`src/rtl/uart_pkg.sv`:
```
`default_nettype none
// +----------------------------------------------------------------------+
// | uart_pkg : shared UART constants and state encoding (tx and rx)      |
// | Revision : 1.0                                                       |
// +----------------------------------------------------------------------+
package uart_pkg;

  localparam int UART_DATA_BITS    = 8;
  localparam int UART_DEF_CLK_FREQ = 50_000_000;
  localparam int UART_DEF_BAUD     = 115_200;

  typedef enum logic [2:0] {
    UART_IDLE   = 3'd0,
    UART_START  = 3'd1,
    UART_DATA   = 3'd2,
    UART_PARITY = 3'd3,
    UART_STOP   = 3'd4
  } uart_state_e;

  function automatic logic even_parity(input logic [UART_DATA_BITS-1:0] i_d);
    return ^i_d;
  endfunction

endpackage
`default_nettype wire

```
`src/rtl/uart_baud_gen.sv`:
```
`default_nettype none
// +----------------------------------------------------------------------+
// | uart_baud_gen : per-bit down-counter, one-cycle o_bit_done pulse     |
// | Revision      : 1.0                                                  |
// +----------------------------------------------------------------------+
module uart_baud_gen #(
  parameter int CLKS_PER_BIT = 434
) (
  input  logic clk,
  input  logic rst_n,
  input  logic i_clear,
  input  logic i_en,
  output logic o_bit_done
);

  localparam int                C_CNT_W  = $clog2(CLKS_PER_BIT);
  localparam logic [C_CNT_W-1:0] C_RELOAD = C_CNT_W'(CLKS_PER_BIT - 1);

  logic [C_CNT_W-1:0] r_cnt;
  logic               w_expire;

  assign w_expire   = i_en && (r_cnt == '0);
  assign o_bit_done = w_expire && !i_clear;

  always_ff @(posedge clk or negedge rst_n) begin
    if (!rst_n) begin
      r_cnt <= '0;
    end else if (i_clear || w_expire) begin
      r_cnt <= C_RELOAD;
    end else if (i_en) begin
      r_cnt <= r_cnt - 1'b1;
    end
  end

endmodule
`default_nettype wire

```
`src/rtl/uart_tx.sv`:
```
`default_nettype none
// +----------------------------------------------------------------------+
// | uart_tx  : byte-wide UART transmitter, 8N1 (8E1 with                 |
// |            UART_TX_PARITY_EN defined), valid/ready byte input        |
// | Revision : 1.0                                                       |
// +----------------------------------------------------------------------+
module uart_tx
  import uart_pkg::*;
#(
  parameter int CLK_FREQ = UART_DEF_CLK_FREQ,
  parameter int BAUD     = UART_DEF_BAUD
) (
  input  logic       FPGA_CLK,
  input  logic       RST_N,
  input  logic [7:0] TX_DATA,
  input  logic       TX_VALID,
  output logic       TX_READY,
  output logic       UART_TXD,
  output logic       TX_BUSY
);

  localparam int         C_CLKS_PER_BIT = CLK_FREQ / BAUD;
  localparam logic [2:0] C_LAST_BIT     = 3'(UART_DATA_BITS - 1);

  generate
    if (C_CLKS_PER_BIT < 2) begin : g_bad_baud
      $error("uart_tx: CLK_FREQ / BAUD must be at least 2");
    end
  endgenerate

  uart_state_e r_state;
  uart_state_e w_next;
  logic [7:0]  r_shift;
  logic [7:0]  w_shift_next;
  logic [2:0]  r_bit_idx;
  logic [2:0]  w_bit_idx_next;
  logic        r_txd;
  logic        r_ready;
  logic        r_busy;
  logic        w_txd_next;
  logic        w_accept;
  logic        w_bit_done;

  // r_ready mirrors "state is IDLE", so it doubles as the internal accept gate
  assign w_accept = TX_VALID && r_ready;

  uart_baud_gen #(
    .CLKS_PER_BIT(C_CLKS_PER_BIT)
  ) u_baud_gen (
    .clk       (FPGA_CLK),
    .rst_n     (RST_N),
    .i_clear   (w_accept),
    .i_en      (r_state != UART_IDLE),
    .o_bit_done(w_bit_done)
  );

`ifdef UART_TX_PARITY_EN
  logic r_parity;

  always_ff @(posedge FPGA_CLK or negedge RST_N) begin
    if (!RST_N) begin
      r_parity <= 1'b0;
    end else if (w_accept) begin
      r_parity <= even_parity(TX_DATA);
    end
  end
`endif

  always_ff @(posedge FPGA_CLK or negedge RST_N) begin
    if (!RST_N) begin
      r_state   <= UART_IDLE;
      r_shift   <= '0;
      r_bit_idx <= '0;
      r_txd     <= 1'b1;
      r_ready   <= 1'b1;
      r_busy    <= 1'b0;
    end else begin
      r_state   <= w_next;
      r_shift   <= w_shift_next;
      r_bit_idx <= w_bit_idx_next;
      r_txd     <= w_txd_next;
      r_ready   <= (w_next == UART_IDLE);
      r_busy    <= (w_next != UART_IDLE);
    end
  end

  always_comb begin
    w_next         = r_state;
    w_shift_next   = r_shift;
    w_bit_idx_next = r_bit_idx;
    case (r_state)
      UART_IDLE: begin
        if (w_accept) begin
          w_next         = UART_START;
          w_shift_next   = TX_DATA;
          w_bit_idx_next = '0;
        end
      end
      UART_START: begin
        if (w_bit_done) w_next = UART_DATA;
      end
      UART_DATA: begin
        if (w_bit_done) begin
          w_shift_next   = {1'b0, r_shift[7:1]};
          w_bit_idx_next = r_bit_idx + 3'd1;
          if (r_bit_idx == C_LAST_BIT) begin
`ifdef UART_TX_PARITY_EN
            w_next = UART_PARITY;
`else
            w_next = UART_STOP;
`endif
          end
        end
      end
`ifdef UART_TX_PARITY_EN
      UART_PARITY: begin
        if (w_bit_done) w_next = UART_STOP;
      end
`endif
      UART_STOP: begin
        if (w_bit_done) w_next = UART_IDLE;
      end
      default: w_next = UART_IDLE;
    endcase
  end

  // Line level is decoded from the upcoming state so it registers in step with it
  always_comb begin
    w_txd_next = 1'b1;
    case (w_next)
      UART_START:  w_txd_next = 1'b0;
      UART_DATA:   w_txd_next = w_shift_next[0];
`ifdef UART_TX_PARITY_EN
      UART_PARITY: w_txd_next = r_parity;
`endif
      default:     w_txd_next = 1'b1;
    endcase
  end

  assign UART_TXD = r_txd;
  assign TX_READY = r_ready;
  assign TX_BUSY  = r_busy;

endmodule
`default_nettype wire

```
`config.mk`:
```
export PLATFORM = sky130hd
export DESIGN_NAME = uart_tx
export DESIGN_NICKNAME = d
export VERILOG_FILES = /design/src/rtl/uart_pkg.sv /design/src/rtl/uart_baud_gen.sv /design/src/rtl/uart_tx.sv
export SDC_FILE = /design/constraint.sdc
export NUM_CORES = 1
export LEC_CHECK = 0
export ABC_CLOCK_PERIOD_IN_PS = 2000
export CORE_UTILIZATION = 49
export CTS_BUF_LIST = sky130_fd_sc_hd__clkbuf_4 sky130_fd_sc_hd__clkbuf_8 sky130_fd_sc_hd__clkbuf_16
export CTS_CLUSTER_SIZE = 40
export DETAILED_ROUTE_END_ITERATION = 8
export PLACE_DENSITY = 0.74
export SKIP_CTS_REPAIR_TIMING = 1
export SYNTH_ARGS = -nofsm -noshare
export SYNTH_HDL_FRONTEND = slang
export SYNTH_SLANG_ARGS = --single-unit
```
`constraint.sdc`:
```
create_clock -name FPGA_CLK -period 2 [get_ports FPGA_CLK]
set_input_delay 0.3 -clock FPGA_CLK [delete_from_list [all_inputs] [get_ports FPGA_CLK]]
set_output_delay 0.3 -clock FPGA_CLK [all_outputs]
set_load 0.005 [all_outputs]
```
# Word-level counts from Yosys, hierarchy flattened
# Cells that the tools add are included.
[totals]
register_bits = 26
latchBits = 0
mem_bits_rw = 0
rom_bits = 0
inputBits = 11
output_inout_bits = 3
wordCells = 46
mem_count = 0
[classes]
n_addsub = 2
multipliers = 0
div = 0
order_cmp = 0
eq_ne = 8
shifts = 0
n_mux = 15
n_bitwise = 0
n_reduce_logical = 13
[ops]
columns = ["cell", "count"]
rows = [
  ["$mux W3", 7],
  ["$mux W9", 2],
  ["$mux W8", 2],
  ["$pmux W8 S2", 1],
  ["$pmux W3 S4", 1],
  ["$logic_not A9 Y1", 1],
  ["$sub A9 B1 Y9 const B", 1],
  ["$eq A3 B1 Y1 const B", 2],
  ["$eq A3 B2 Y1 const B", 2],
  ["$eq A3 B3 Y1 const B", 2],
  ["$logic_not A3 Y1", 2],
  ["$pmux W3 S2", 1],
  ["$reduce_bool A3 Y1", 2],
  ["$ne A2 B1 Y1 const B", 2],
  ["$reduce_bool A2 Y1", 2],
  ["$add A3 B1 Y3 const B", 1],
  ["$logic_and A1 B1 Y1", 3],
  ["$reduce_and A3 Y1", 1],
  ["$pmux W1 S2", 1],
  ["$logic_not A1 Y1", 1],
  ["$logic_or A1 B1 Y1", 1],
]

# Depth between registers and ports, before layout
# Gate-level depths: netlist (run 1).
[logic_depth]
ltp_word = 7
ltp_mapped = 7
ltp_nobuf = 6

# Hierarchy
# A second synthesis (run 1) with hierarchy kept.
[unflattened]
hier_cells = 113
area_unflattened_um2 = 1300.0
[modules_own_cells]
columns = ["module", "instances", "cells_per_inst", "area_per_inst_um2", "seq_area_each_um2"]
rows = [
  ["uart_tx", 1, 66, 835.8, 427.9],
  ["uart_baud_gen", 1, 47, 464.2, 225.2],
]

# Worst setup path before layout (run 1)
# No wires, ideal clock.
[synth_timing]
path_type = "flip-flop to flip-flop"
start = "register u_baud_gen.r_cnt[0]"
end = "register r_shift[7]"
setup_time_ps = 118
arrival_time_ps = 1903
required_time_ps = 1882
slack_ps = -21
stages_incl_launch_ff = 7
path_buffers = 0
synth_period_minus_slack_ps = 2021
cell_sequence = "dfrtp_1 > inv_1 > ha_1 > or4b_4 > or4_4 > and3_1 > a21o_1"
[synth_via]
elab_chain_len = 5
[synth_rtl]
columns = ["element", "line_no", "text"]
rows = [
  ["from (decl)", "uart_baud_gen.sv:19", "logic [C_CNT_W-1:0] r_cnt;"],
  ["from (signal assigned)", "uart_baud_gen.sv:31", "r_cnt <= r_cnt - 1'b1;"],
  ["$logic_not A9 Y1", "uart_baud_gen.sv:22", "assign w_expire = i_en && (r_cnt == '0);"],
  ["$logic_and A1 B1 Y1", "uart_baud_gen.sv:22", ""],
  ["$logic_and A1 B1 Y1", "uart_baud_gen.sv:23", "assign o_bit_done = w_expire && !i_clear;"],
  ["$ne A2 B1 Y1 (no line)", "--", ""],
  ["$reduce_and A3 Y1 (no line)", "--", ""],
  ["to (signal assigned)", "uart_tx.sv:79", "r_shift <= w_shift_next;"],
  ["to (decl)", "uart_tx.sv:33", "logic [7:0] r_shift;"],
]
# No other way between the ends.
# A chain may end at the register's enable or synchronous reset.

# Worst setup path in the final report (run 1)
[layout_timing]
start = "register u_baud_gen.r_cnt[1]"
end = "register r_shift[7]"
# Same word-level chain as after synthesis.

==> results.rst, run 1 <==
.. list-table::
   :header-rows: 1

   * - Metric
     - Value
   * - Final Max Tran Viols
     - 0
   * - Pin count of the biggest net entering global routing
     - 27
   * - Core box area
     - 0.00248 mm2
   * - VDD IR-drop max
     - 0.443 mV
   * - Post-route fraction of the period consumed by the critical path
     - 99.7%
   * - Count of nets after finishing
     - 173
   * - Vias
     - 1,070
   * - Source-to-sink clock delay at the later pin of the worst-skew pair
     - 0.33 ns
   * - TritonCTS clock tree
     - yes
   * - Worst slack after detailed placement
     - -0.00931 ns
   * - Post-Layout Inst Area
     - 0.00169 mm2
   * - Library cells used by synthesis
     - 38
   * - Sequence of cells on the critical path
     - inv_2 > ha_4 > or4b_4 > or4_4 > and3_4 > a21o_1
   * - Warnings, synthesis
     - 0
   * - Detailed Routing Iterations Pass 1
     - 4
   * - Global route total overflow
     - 0
   * - Initial standard-cell utilization of the core
     - 52.3%
   * - Boundary Pins
     - 14
   * - Initial antenna violation count
     - 0
   * - Critical path buffer and inverter count
     - 1
   * - Worst stage delay on the critical path
     - 0.52 ns
   * - Reg2Reg Depth
     - 6
   * - Post-synth EDFFs
     - 0
   * - Clock root buffer
     - clkbuf_4
   * - Growth of design area from synthesis to finish
     - 30.3%
   * - Endpoint kind of the worst setup timing path
     - register
   * - Antenna diode count
     - 0
   * - Flop-to-flop setup slack
     - 0.006 ns
   * - Worst flop-to-flop path endpoint
     - r_shift[7]
   * - Global-route wire length before repair
     - 4780 um
   * - Placement Cell Area
     - 0.00160 mm2
   * - H-tree depth reported by CTS
     - 1
   * - Peak Freq
     - 502 MHz
   * - Number of DRC markers in iteration 0
     - 18
   * - Sinks on the clock net
     - 26
   * - Outcome
     - completed
   * - Final Instance Count excl. Fillers
     - 187
   * - Power density over cell area
     - 545 mW/mm2
   * - CTS Buffer Depth
     - 2
   * - Ys flop type
     - dfrtp_1
   * - Placer's final routability congestion estimate
     - 0.807
   * - Post-detailed-route count of antenna-violating nets
     - 0
   * - Total power of the final layout
     - 0.920 mW
   * - Worst slew slack as a fraction of its limit
     - 63.6%
   * - Ratio of cells with drive above 1 in the final layout
     - 23.6%
   * - Max-capacitance violation count
     - 0
   * - Floorplan row count
     - 18
   * - Post-synth ARST share
     - 100%
   * - Worst endpoint data arrival time
     - 2.23 ns
   * - Setup crit start kind
     - register
   * - Detailed-route DRC error count
     - 0
   * - Die height
     - 53.4 um
   * - Drt via density
     - 5.72
   * - Flop and latch count out of synthesis
     - 26
   * - Largest area contributor in the netlist
     - dfrtp_1
   * - Slew at the pin closest to its max-slew limit
     - 0.538 ns
   * - Worst hold path class
     - input pin to async pin
   * - Number of instances in the synthesized netlist
     - 124
   * - TritonCTS Buffers
     - 3
   * - Die X-Extent
     - 53.4 um
   * - Clk_skew
     - 0.00804 ns
   * - Post-synthesis instance area
     - 0.00130 mm2
   * - Total instance count after detailed placement
     - 181
   * - Worst Slack Setup Final
     - 0.00616 ns
   * - Global Route Usage Sum
     - 23.9%
   * - Count of fill cells added during filler insertion
     - 212
   * - Total setup violations reported at the end of the flow
     - 0
   * - Final Hold Fails
     - 0
   * - Worst r2r src
     - u_baud_gen.r_cnt[1]
   * - Nets in the synthesized netlist
     - 139
   * - Worst Path Class, Setup
     - register to register
   * - Cell type group with the largest total delay on the critical path
     - simple AND/OR/NAND/NOR gates
   * - Wire per inst
     - 15.0 um
   * - Slowest-stage cell, CP
     - or4_4
   * - Avg Synthesized Cell Area
     - 10.5 um2
   * - Total half-perimeter wirelength after legalization and detailed placement
     - 2090 um
   * - Time the worst path needs with I/O delays and setup
     - 1.99 ns
   * - Vias in the first global route
     - 1,098
   * - Port Buffer Count
     - 13
   * - Worst-path fanout max
     - 4
   * - Synth top area share
     - 46.3%
   * - Worst endpoint required time
     - 2.24 ns
   * - Total negative slack for setup checks
     - 0 ns
   * - Clock-pin transition on the worst setup and hold timing paths
     - 0.14 ns
   * - DIE AREA
     - 0.00286 mm2
   * - Unrepaired setup endpoints after global routing
     - yes
   * - Largest cells by area after synthesis
     - dfrtp_1 (46%), nand2_1 (4.3%), a21o_1 (4.1%)
   * - Static leakage
     - 0.796 nW
   * - Post-detailed-routing wire length
     - 2810 um
   * - Portion of the post-synthesis area used by sequential elements
     - 50.4%
## cell families after synthesis
logic type	after synthesis	share of synthesized area [%]
buffers and inverters	7	2.22
AO/OA/AOI/OAI	31	17.6
AND/OR/NAND/NOR	49	21.2
XOR/XNOR	7	4.73
adder cells (fa/ha/maj)	4	3.86
flip-flops	26	50.4
## synthesized netlist by cell type (3+ instances only)
cell / instances
a21o_1: 7
a22o_1: 6
clkbuf_1: 3
dfrtp_1: 24
ha_1: 4
nand2_1: 15
nand3_1: 5
nor2_1: 10
nor4_1: 3
o21ai_0: 7
xor2_1: 6
## metal layers
layer | vias to the layer above | part of all wire [%] | GRT usage (%)
met4 | 0 | 1.8 | 11.0
met2 | 16 | 51 | 41.7
met1 | 527 | 45 | 29.1
li1 | 523 | - | -
met5 | - | 0 | 0
met3 | 4 | 2.2 | 2.59
## worst max-delay path by stage
stage                                   start          to  slack [ns]  cells after the start
after floorplan           u_baud_gen.r_cnt[0]  r_shift[7]       0.008                      6
after global placement    u_baud_gen.r_cnt[1]  r_shift[3]        0.03                      8
after detailed placement  u_baud_gen.r_cnt[1]  r_shift[7]      -0.009                      6
after CTS                 u_baud_gen.r_cnt[1]  r_shift[3]       -0.03                      9
after global routing      u_baud_gen.r_cnt[0]  r_shift[7]       -0.06                      6
final                     u_baud_gen.r_cnt[1]  r_shift[7]       0.006                      6
## power breakdown
part           switching, mW  internal, mW
clock network          0.158         0.203
registers                  0         0.526
logic                 0.0135        0.0196
total                  0.171         0.748
## layout make-up
cell class / count / area [um2] / share of cell area [%]
multi-input cells: 91 / 643 / 38.1
clock buffers: 3 / 22.5 / 1.33
well taps: 30 / 37.5 / 2.22
clock inverters: 1 / 30.0 / 1.78
flip-flops and latches: 26 / 653 / 38.7
repair buffers: 34 / 295 / 17.5
inverters: 2 / 7.51 / 0.444
## sequential cells by signal, summed over array words and instances (netlist names)
name              flops
TX_READY              1
r_state               3
UART_TXD              1
r_shift               8
r_bit_idx             3
TX_BUSY               1
u_baud_gen.r_cnt      9
## metrics by stage
step | utilization [%] | hold WS [ns]
6_report | 68.2 | 0.325
5_1_grt | 68.2 | 0.342
4_1_cts | 66.8 | 0.332
3_5_place_dp | 64.7 | 0.470
3_3_place_gp | 64.7 | 0.460
2_1_floorplan | - | 0.00441
## placed cells by master, fill, tap and decap left out, types with 2 or more instances in the layout
cell              n
nand2_1          15
xor2_1            6
nand4b_1          2
buf_6             2
buf_4            19
a22o_1            6
nor2_1            9
and2_1            2
nand3_1           5
clkbuf_4          3
nor4_1            3
ha_1              3
nand3b_1          2
inv_2             2
or4_4             2
o21ai_0           7
dfstp_2           2
dfrtp_1          24
clkdlybuf4s50_1  13
a21o_1            7
Note: power is estimated with default switching activity, not from simulation.
==> inputs of run 2 (changes only) <==
--- a/config.mk
+++ b/config.mk
@@ -6,6 +6,7 @@
 export NUM_CORES = 1
 export LEC_CHECK = 0
 export ABC_CLOCK_PERIOD_IN_PS = 2000
+export CAP_MARGIN = 15
 export CORE_UTILIZATION = 49
 export CTS_BUF_LIST = sky130_fd_sc_hd__clkbuf_4 sky130_fd_sc_hd__clkbuf_8 sky130_fd_sc_hd__clkbuf_16
 export CTS_CLUSTER_SIZE = 40
==> results of run 2 <==
Same layout as run 1: the final DEF is identical, and so are final timing and power.
==> inputs of run 3 (changes only) <==
--- a/config.mk
+++ b/config.mk
@@ -6,12 +6,11 @@
 export NUM_CORES = 1
 export LEC_CHECK = 0
 export ABC_CLOCK_PERIOD_IN_PS = 2000
-export CAP_MARGIN = 15
 export CORE_UTILIZATION = 49
 export CTS_BUF_LIST = sky130_fd_sc_hd__clkbuf_4 sky130_fd_sc_hd__clkbuf_8 sky130_fd_sc_hd__clkbuf_16
 export CTS_CLUSTER_SIZE = 40
 export DETAILED_ROUTE_END_ITERATION = 8
-export PLACE_DENSITY = 0.74
+export PLACE_DENSITY = 0.73
 export SKIP_CTS_REPAIR_TIMING = 1
 export SYNTH_ARGS = -nofsm -noshare
 export SYNTH_HDL_FRONTEND = slang
==> results.rst, run 3 (synthesis gave the netlist of run 1 again) <==
.. list-table::
   :header-rows: 1

   * - Metric
     - Value
   * - Total internal power
     - 0.748 mW (about the same)
   * - Largest registers
     - u_baud_gen.r_cnt: 9 flops, r_shift: 8 flops (unchanged)
   * - Detailed-route DRC error count
     - 0 (unchanged)
   * - Max-capacitance violation count
     - 0 (unchanged)
   * - Count of fill cells added during filler insertion
     - 202 (was 212)
   * - Peak Freq
     - 494 MHz (was 502 MHz)
   * - Worst Hold Margin
     - 0.313 ns (was 0.325 ns)
   * - Die height
     - 53.4 um (unchanged)
   * - DIE AREA
     - 0.00286 mm2 (unchanged)
   * - Worst hold path class
     - input pin to async pin (unchanged)
   * - Total negative slack for setup checks
     - -0.0254 ns (was 0 ns)
   * - Boundary Pins
     - 14 (unchanged)
   * - Antenna diode count
     - 0 (unchanged)
   * - Floorplan row count
     - 18 (unchanged)
   * - Post-Layout Inst Area
     - 0.00167 mm2 (was 0.00169 mm2)
   * - Worst slack after detailed placement
     - -0.0528 ns (was -0.00931 ns)
   * - Static leakage
     - 0.792 nW (was 0.796 nW)
   * - Total power of the final layout
     - 0.924 mW (was 0.920 mW)
   * - Number of flip-flops under the largest register name
     - 9 (unchanged)
   * - Clk_skew
     - 0.00704 ns (was 0.00804 ns)
   * - Setup crit start kind
     - register (unchanged)
   * - TritonCTS Buffers
     - 3 (unchanged)
   * - Global-route wire length before repair
     - 4420 um (was 4780 um)
   * - Clock root buffer
     - clkbuf_4 (unchanged)
   * - Sw frac
     - 19.0% (was 18.6%)
   * - Ratio of cells with drive above 1 in the final layout
     - 22.9% (was 23.6%)
   * - Endpoint kind of the worst setup timing path
     - register (unchanged)
   * - Total setup violations reported at the end of the flow
     - 1 (was 0)
   * - Sinks on the clock net
     - 26 (unchanged)
   * - Slowest-stage cell, CP
     - or4_4 (unchanged)
   * - Core box area
     - 0.00248 mm2 (unchanged)
   * - Source-to-sink clock delay at the later pin of the worst-skew pair
     - 0.33 ns (about the same)
   * - Final Max Tran Viols
     - 0 (unchanged)
   * - TritonCTS clock tree
     - yes (unchanged)
   * - Total instance count after detailed placement
     - 179 (was 181)
   * - Final Instance Count excl. Fillers
     - 187 (unchanged)
   * - Final Hold Fails
     - 0 (unchanged)
   * - Unrepaired setup endpoints after global routing
     - yes (unchanged)
   * - Post-detailed-route count of antenna-violating nets
     - 0 (unchanged)
   * - Worst endpoint data arrival time
     - 2.26 ns (was 2.23 ns)
   * - Cell type group with the largest total delay on the critical path
     - simple AND/OR/NAND/NOR gates (unchanged)
   * - Commonest non-fill, non-tap cell in the layout
     - dfrtp_1 (unchanged)
   * - Logic gate share of total power
     - 3.6% (about the same)
   * - Worst r2r src
     - u_baud_gen.r_cnt[1] (unchanged)
   * - Fin util
     - 67.4% (was 68.2%)
   * - Count of nets after finishing
     - 173 (unchanged)
   * - Initial antenna violation count
     - 0 (unchanged)
   * - Detailed Routing Iterations Pass 1
     - 4 (unchanged)
   * - Port Buffer Count
     - 13 (unchanged)
   * - Flop-to-flop setup slack
     - -0.03 ns (was 0.006 ns)
   * - Most frequent cells in the layout
     - dfrtp_1 (24), buf_4 (21), nand2_1 (15), clkdlybuf4s50_1 (13), nor2_1 (10) (was dfrtp_1 (24), buf_4 (19), nand2_1 (15), clkdlybuf4s50_1 (13), nor2_1 (9))
   * - Clock-pin transition on the worst setup and hold timing paths
     - 0.15 ns (was 0.14 ns)
   * - H-tree depth reported by CTS
     - 1 (unchanged)
   * - Reg2Reg Depth
     - 6 (unchanged)
   * - CTS Buffer Depth
     - 2 (unchanged)
   * - Number of DRC markers in iteration 0
     - 23 (was 18)
   * - Initial standard-cell utilization of the core
     - 52.3% (unchanged)
   * - VDD IR-drop max
     - 0.481 mV (was 0.443 mV)
   * - Worst flop-to-flop path endpoint
     - r_shift[7] (unchanged)
   * - Time the worst path needs with I/O delays and setup
     - 2.03 ns (was 1.99 ns)
   * - Clock power share
     - 39.5% (was 39.2%)
   * - Sequence of cells on the critical path
     - inv_2 > ha_4 > or4b_4 > or4_4 > and3_4 > a21o_1 (unchanged)
   * - Sequential power share
     - 57.0% (was 57.2%)
   * - Worst slew slack as a fraction of its limit
     - 68.7% (was 63.6%)
   * - Pin count of the biggest net entering global routing
     - 27 (unchanged)
   * - Violations in the final reports
     - negative setup slack
   * - Growth of design area from synthesis to finish
     - 28.9% (was 30.3%)
   * - Drt via density
     - 5.72 (unchanged)
   * - Vias
     - 1,070 (unchanged)
   * - Worst endpoint required time
     - 2.23 ns (was 2.24 ns)
   * - Global Route Usage Sum
     - 22.0% (was 23.9%)
   * - Post-detailed-routing wire length
     - 2730 um (was 2810 um)
   * - Worst-path fanout max
     - 4 (unchanged)
   * - Post-route fraction of the period consumed by the critical path
     - 101% (was 99.7%)
   * - Worst Slack Setup Final
     - -0.0254 ns (was 0.00616 ns)
   * - Placer's final routability congestion estimate
     - 0.783 (was 0.807)
   * - Critical path buffer and inverter count
     - 1 (unchanged)
   * - Vias in the first global route
     - 1,003 (was 1,098)
   * - Power density over cell area
     - 553 mW/mm2 (was 545 mW/mm2)
   * - Placement Cell Area
     - 0.00159 mm2 (was 0.00160 mm2)
   * - Worst Path Class, Setup
     - register to register (unchanged)
   * - Outcome
     - finished with violations (was completed)
   * - Largest register by flop count
     - u_baud_gen.r_cnt (unchanged)
   * - Slew at the pin closest to its max-slew limit
     - 0.464 ns (was 0.538 ns)
   * - Net switching power figure
     - 0.175 mW (was 0.171 mW)
   * - Wire per inst
     - 14.6 um (was 15.0 um)
   * - Worst stage delay on the critical path
     - 0.52 ns (about the same)
   * - Total half-perimeter wirelength after legalization and detailed placement
     - 2010 um (was 2090 um)
   * - Die X-Extent
     - 53.4 um (unchanged)
   * - Global route total overflow
     - 0 (unchanged)
[run 3: cell count changes in the layout (fill, tap and decap cells not counted)]
cell / delta
buf_4: +2
nor4_2: +1
nor4_4: -1
nor2_1: +1
buf_6: -2
nor2_2: -1
[run 3: area by class of cell]
class | instances | area, um2 | share of cell area (%)
Clock buffer | 3 | 22.5 | 1.35
Inverter | 2 | 7.51 | 0.449
Multi-Input combinational cell | 91 | 632 | 37.8
Timing Repair Buffer | 34 | 288 | 17.2
Clock inverter | 1 | 30.0 | 1.80
Sequential cell | 26 | 653 | 39.1
Tap cell | 30 | 37.5 | 2.25
[run 3: worst reg2reg max path: stages (launching register included)]
cell and delay [ns]:
dfrtp_1 0.42, inv_2 0.09, ha_4 0.13, or4b_4 0.47
or4_4 0.52, and3_4 0.16, a21o_1 0.14
[run 3: power by group through the flow]
stage	clock, mW	combinational (mW)	sequential, mW
after floorplan	0	0.000197	0.536
after global placement	0	0.0333	0.536
after detailed placement	0	0.0339	0.536
after CTS	0.369	0.0340	0.526
after global routing	0.394	0.0371	0.526
final	0.365	0.0331	0.526
[run 3: how the worst max path moves through the flow]
| stage | start | cells after the start | end |
|---|---|---|---|
| finish | u_baud_gen.r_cnt[1] | 6 | r_shift[7] |
| global route | u_baud_gen.r_cnt[1] | 6 | r_shift[7] |
| CTS | u_baud_gen.r_cnt[1] | 6 | r_shift[7] |
| detailed placement | u_baud_gen.r_cnt[1] | 6 | r_shift[7] |
| global placement | u_baud_gen.r_cnt[1] | 6 | r_shift[7] |
| floorplan | u_baud_gen.r_cnt[0] | 6 | r_shift[7] |
[run 3: routing by layer]
metal	part of all wire [%]	vias to the layer above	global-route usage, %
met5	0	-	0
met4	1.4	0	7.89
met3	3.5	6	3.45
met2	48	22	36.5
met1	47	517	28.5
li1	-	525	-
